===== src/rtl/serial_add_pkg.sv =====
// Shared types and constants for the byte-serial adder.
package serial_add_pkg;

  localparam int BYTE_W = 8;

  typedef enum logic [1:0] {
    ST_IDLE = 2'd0,
    ST_RUN  = 2'd1,
    ST_DONE = 2'd2
  } state_t;

endpackage


===== src/rtl/add8_slice.sv =====
// Combinational 8-bit ripple-carry adder slice; c7 is the carry into the top bit.
module add8_slice
  import serial_add_pkg::*;
(
  input  logic [BYTE_W-1:0] i_a,
  input  logic [BYTE_W-1:0] i_b,
  input  logic              i_cin,
  output logic [BYTE_W-1:0] o_sum,
  output logic              o_cout,
  output logic              o_c7
);

  logic [BYTE_W:0] w_c;

  always_comb begin
    w_c    = '0;
    o_sum  = '0;
    w_c[0] = i_cin;
    for (int i = 0; i < BYTE_W; i++) begin
      o_sum[i]  = i_a[i] ^ i_b[i] ^ w_c[i];
      w_c[i+1]  = (i_a[i] & i_b[i]) | (w_c[i] & (i_a[i] ^ i_b[i]));
    end
  end

  assign o_cout = w_c[BYTE_W];
  assign o_c7   = w_c[BYTE_W-1];

endmodule


===== src/rtl/serial_add32_ctrl.sv =====
// Byte-serial adder: one shared 8-bit slice, LSB first, registered inter-byte carry.
// Optional subtraction (sub port) is enabled by defining SERIAL_ADD_SUB_EN.
module serial_add32_ctrl
  import serial_add_pkg::*;
#(
  parameter int NBYTES = 4
) (
  input  logic                  clk,
  input  logic                  rst,
  input  logic                  in_valid,
  output logic                  in_ready,
  input  logic [8*NBYTES-1:0]   a,
  input  logic [8*NBYTES-1:0]   b,
  input  logic                  cin,
`ifdef SERIAL_ADD_SUB_EN
  input  logic                  sub,
`endif
  output logic                  out_valid,
  input  logic                  out_ready,
  output logic [8*NBYTES-1:0]   sum,
  output logic                  cout,
  output logic                  ovf,
  output logic                  busy
);

  localparam int W     = BYTE_W * NBYTES;
  localparam int IDX_W = (NBYTES > 1) ? $clog2(NBYTES) : 1;
  localparam logic [IDX_W-1:0] LAST_IDX = IDX_W'(NBYTES - 1);

  state_t             r_state;
  logic [IDX_W-1:0]   r_idx;
  logic [W-1:0]       r_a;
  logic [W-1:0]       r_b;
  logic [W-1:0]       r_sum;
  logic               r_carry;
  logic               r_cout;
  logic               r_ovf;

  logic [BYTE_W-1:0]  w_a_byte;
  logic [BYTE_W-1:0]  w_b_byte;
  logic [BYTE_W-1:0]  w_sum_byte;
  logic               w_cout;
  logic               w_c7;
  logic [IDX_W+2:0]   w_bit_ofs;

  // byte index scaled to a bit offset (idx * 8)
  assign w_bit_ofs = {r_idx, 3'b000};
  assign w_a_byte  = r_a[w_bit_ofs +: BYTE_W];
  assign w_b_byte  = r_b[w_bit_ofs +: BYTE_W];

  add8_slice u_slice (
    .i_a    (w_a_byte),
    .i_b    (w_b_byte),
    .i_cin  (r_carry),
    .o_sum  (w_sum_byte),
    .o_cout (w_cout),
    .o_c7   (w_c7)
  );

  always_ff @(posedge clk) begin
    if (rst) begin
      r_state <= ST_IDLE;
      r_idx   <= '0;
      r_a     <= '0;
      r_b     <= '0;
      r_sum   <= '0;
      r_carry <= 1'b0;
      r_cout  <= 1'b0;
      r_ovf   <= 1'b0;
    end else begin
      unique case (r_state)
        ST_IDLE: begin
          if (in_valid) begin
            r_a   <= a;
            r_idx <= '0;
`ifdef SERIAL_ADD_SUB_EN
            // subtraction is A + ~B + 1; the +1 rides in on the initial carry
            r_b     <= sub ? ~b : b;
            r_carry <= sub ? 1'b1 : cin;
`else
            r_b     <= b;
            r_carry <= cin;
`endif
            r_state <= ST_RUN;
          end
        end
        ST_RUN: begin
          r_sum[w_bit_ofs +: BYTE_W] <= w_sum_byte;
          r_carry                    <= w_cout;
          if (r_idx == LAST_IDX) begin
            r_cout  <= w_cout;
            r_ovf   <= w_c7 ^ w_cout;
            r_idx   <= '0;
            r_state <= ST_DONE;
          end else begin
            r_idx <= r_idx + 1'b1;
          end
        end
        ST_DONE: begin
          if (out_ready) r_state <= ST_IDLE;
        end
        default: r_state <= ST_IDLE;
      endcase
    end
  end

  assign in_ready  = (r_state == ST_IDLE);
  assign out_valid = (r_state == ST_DONE);
  assign busy      = (r_state != ST_IDLE);
  assign sum       = r_sum;
  assign cout      = r_cout;
  assign ovf       = r_ovf;

endmodule


===== config.mk =====
export PLATFORM = sky130hd
export DESIGN_NAME = serial_add32_ctrl
export DESIGN_NICKNAME = d
export VERILOG_FILES = /design/src/rtl/serial_add_pkg.sv /design/src/rtl/add8_slice.sv /design/src/rtl/serial_add32_ctrl.sv
export SDC_FILE = /design/constraint.sdc
export NUM_CORES = 1
export LEC_CHECK = 0
export CAP_MARGIN = 15
export CORE_MARGIN = 2
export CORE_UTILIZATION = 50
export CTS_CLUSTER_DIAMETER = 120
export DETAILED_ROUTE_END_ITERATION = 12
export PLACE_DENSITY = 0.81
export SLEW_MARGIN = 20
export SYNTH_ARGS = -nofsm -noshare
export SYNTH_HDL_FRONTEND = slang
export SYNTH_SLANG_ARGS = --single-unit

===== constraint.sdc =====
create_clock -name clk -period 7.15 [get_ports clk]
set_input_delay 2.145 -clock clk [delete_from_list [all_inputs] [get_ports clk]]
set_output_delay 2.145 -clock clk [all_outputs]
set_load 0.03 [all_outputs]

==> results by group <==
Clock network
  – Post-CTS Setup Repair Bufs: 0
  – Clock Pin Slew Worst Setup and Hold Paths: 90 ps
  – CTS H-tree lvls: 3
  – Clock Latency Late Sink: 370 ps
  – CTS tree: built
  – Sink Count: 103
  – # hold bufs at CTS: 0
  – Total CTS buffers: 9
  – Root buffer cell: clkbuf_8
  – Cts repair resizes: 0
  – Max Root-Sink Buffers: 2

GRT
  – Met2 track demand over resource: 0.352
  – Largest net degree at the start of global routing: 78
  – GR Util met3: 0.0547
  – Busiest grt layer: met2
  – Vias in the first global route: 3399
  – Initial antenna violation count: 0
  – Overflow after GRT: 0
  – Gr usage total: 0.207
  – Global routing usage on met1: 0.259
  – Global-route wire length before repair: 15900 µm

Synth
  – Dominant synthesized flop cell: dfxtp_1
  – Synth Register Bits: 103
  – Synth cell types: 34
  – Syn_nets: 533
  – EDFF count, synth: 0
  – Seq/Total Area, Yosys: 0.474
  – Ys Warns: 0
  – Synthesized cell area: 0.00435 mm²
  – Post-Syn Instances: 450
  – Mean area per synthesized cell: 9.66 µm²
  – Post-synth ARST share: 0

Setup path
  – Worst path max stage delay: 920 ps
  – Critical path capture point: sum[7]
  – Critical-path top delay cell: dfxtp_1
  – Start point of the critical path: r_idx[1]
  – CP max FO: 20
  – R2R Path Start: r_idx[1]
  – Worst EP arrival: 5280 ps
  – Reg-to-reg endpoint: sum[7]
  – CP endpoint kind: flip-flop
  – R2r setup slk: 2140 ps
  – CP most frequent cell: fa_1
  – Required @ worst endpoint: 7420 ps
  – Critical path, cell by cell: mux4_2, inv_1, fa_1, fa_1, fa_1, fa_1, fa_1, fa_1, inv_1, fa_1, fa_1, nor2b_1, nand4_1, a21bo_2
  – Worst Setup Start Kind: flip-flop
  – Crit Path Category: reg2reg
  – FF-to-FF path depth: 14

Finish
  – Post-route cell area: 0.00556 mm²
  – Layout cells sized above 1: 0.0846
  – Final non-filler cell total: 652
  – Final design utilization: 0.647
  – Leading cell type in the layout, fill and taps excluded: nand2_1
  – Most frequent cells in the layout: nand2_1 (130), clkdlybuf4s50_1 (104), dfxtp_1 (103), a21oi_1 (71), o2bb2ai_1 (28)
  – Final Net Count: 622
  – Diode count: 0
  – Filler cells: 690
  – Area growth, synth to finish: 27.8%

Floorplanning
  – Top-level port count: 106
  – Full die area: 0.00946 mm²
  – Die width: 97.3 µm
  – FP Rows: 34
  – Initial cell density of the core: 0.506
  – Chip height: 97.3 µm
  – Core region area: 0.00859 mm²

Power and ir drop
  – Static Leakage: 1.97 nW
  – Power per standard cell area: 217 mW/mm²
  – Max VDD drop: 0.000124 V
  – Final Total Pwr: 1.20 mW

Hold path
  – HP Class: reg2reg

Drt
  – Final WL: 9800 µm
  – Post-route DRC: 0
  – Post-DRT Antenna Nets: 0
  – DR WL/cell: 15.0 µm
  – Vias per std cell: 5.30
  – Initial DRC count: 137
  – Drt first pass iters: 4
  – Vias: 3455

STA
  – Final hold vios: 0
  – Worst Tran Pin Value: 906 ps
  – Slew HR: 0.395
  – Max-slew violations: 0
  – Hold slack: 459 ps
  – Skew final: 6.00 ps
  – Setup ws final: 2140 ps
  – Fmax achieved: 0.199 GHz
  – Post-layout min period: 5010 ps
  – Setup total negative slack: 0 ps
  – Final setup violation count: 0
  – RSZ-0062 raised after global routing: no
  – Fin crit share: 0.701

Placement
  – GP Congestion: 0.819
  – DP HPWL: 7190 µm
  – Post-Place Cells: 636
  – Post-place setup slack: 2150 ps
  – Placed Area: 0.00533 mm²
  – Port Buffers: 105

Flow run
  – Max_cap viols: 0

Status
  – Status: finished clean
critical path: cells and delay by family (launching register included):
| kind | cells | cell delay (ps) |
|---|---|---|
| AND/OR/NAND/NOR | 2 | 250 |
| multiplexers | 1 | 360 |
| adder cells (fa/ha/maj) | 8 | 3040 |
| AO/OA/AOI/OAI | 1 | 210 |
| buffers and inverters | 2 | 140 |
| flip-flops | 1 | 920 |
kinds of logic after synthesis:
kind of cell    after synthesis  share of synthesized area
flops                       103                      0.474
mux                          16                     0.0829
fa+ha+maj                    14                     0.0541
simple gates                158                      0.159
buf+inv                      49                     0.0688
compound gates              109                      0.159
xor+xnor                      1                    0.00201
sequential cells by signal, summed over array words and instances (netlist names):
signal   count
r_a         32
sum         32
ovf          1
r_carry      1
cout         1
r_idx        2
r_state      2
r_b         32
synth_stat cells (all sizes together) (2+ instances only):
| cell | count | area share |
|---|---|---|
| nand3b | 2 | 0.0035 |
| dfxtp | 103 | 0.47 |
| buf | 23 | 0.046 |
| nor2b | 4 | 0.0058 |
| fa | 8 | 0.037 |
| nand2 | 130 | 0.11 |
| inv | 19 | 0.016 |
| nand3 | 2 | 0.0023 |
| nor2 | 4 | 0.0035 |
| nand4b | 2 | 0.0040 |
| nand2b | 2 | 0.0029 |
| ha | 6 | 0.017 |
| o2bb2ai | 28 | 0.056 |
| and2 | 2 | 0.0029 |
| clkbuf | 7 | 0.0060 |
| nand4 | 2 | 0.0029 |
| a21oi | 75 | 0.090 |
| nor3b | 2 | 0.0058 |
| a32o | 3 | 0.0069 |
| mux4 | 16 | 0.083 |
report_power, final:
part           internal (mW)  switching [mW]  total (mW)
Clock                  0.208           0.202       0.410
Combinational         0.0857          0.0906       0.176
Sequential             0.600          0.0184       0.619
how the worst min path moves through the flow:
stage                         end  slack (ps)    start  depth (start not counted)
after floorplan           r_a[16]         430  r_a[16]                          2
after detailed placement  r_a[12]         450  r_a[12]                          2
after global routing      r_a[31]         480  r_a[31]                          2
after global placement     r_a[3]         440   r_a[3]                          2
final                      r_a[7]         460   r_a[7]                          2
after CTS                 r_a[12]         460  r_a[12]                          2
area by class of cell:
cell class | count | area (µm²) | area share
clock buffer | 10 | 138 | 0.0248
clock inverter | 6 | 91.3 | 0.0164
inverter | 19 | 71.3 | 0.0128
multi-input combinational | 298 | 1990 | 0.359
sequential | 103 | 2060 | 0.371
tap | 108 | 135 | 0.0243
timing repair buffer | 108 | 1070 | 0.192
metal layers:
metal	part of all wire	wire [µm]
met5	0	0
met4	0.016	160
met3	0.058	570
met2	0.48	4690
met1	0.45	4370
Power figures use the tool's default switching activity.
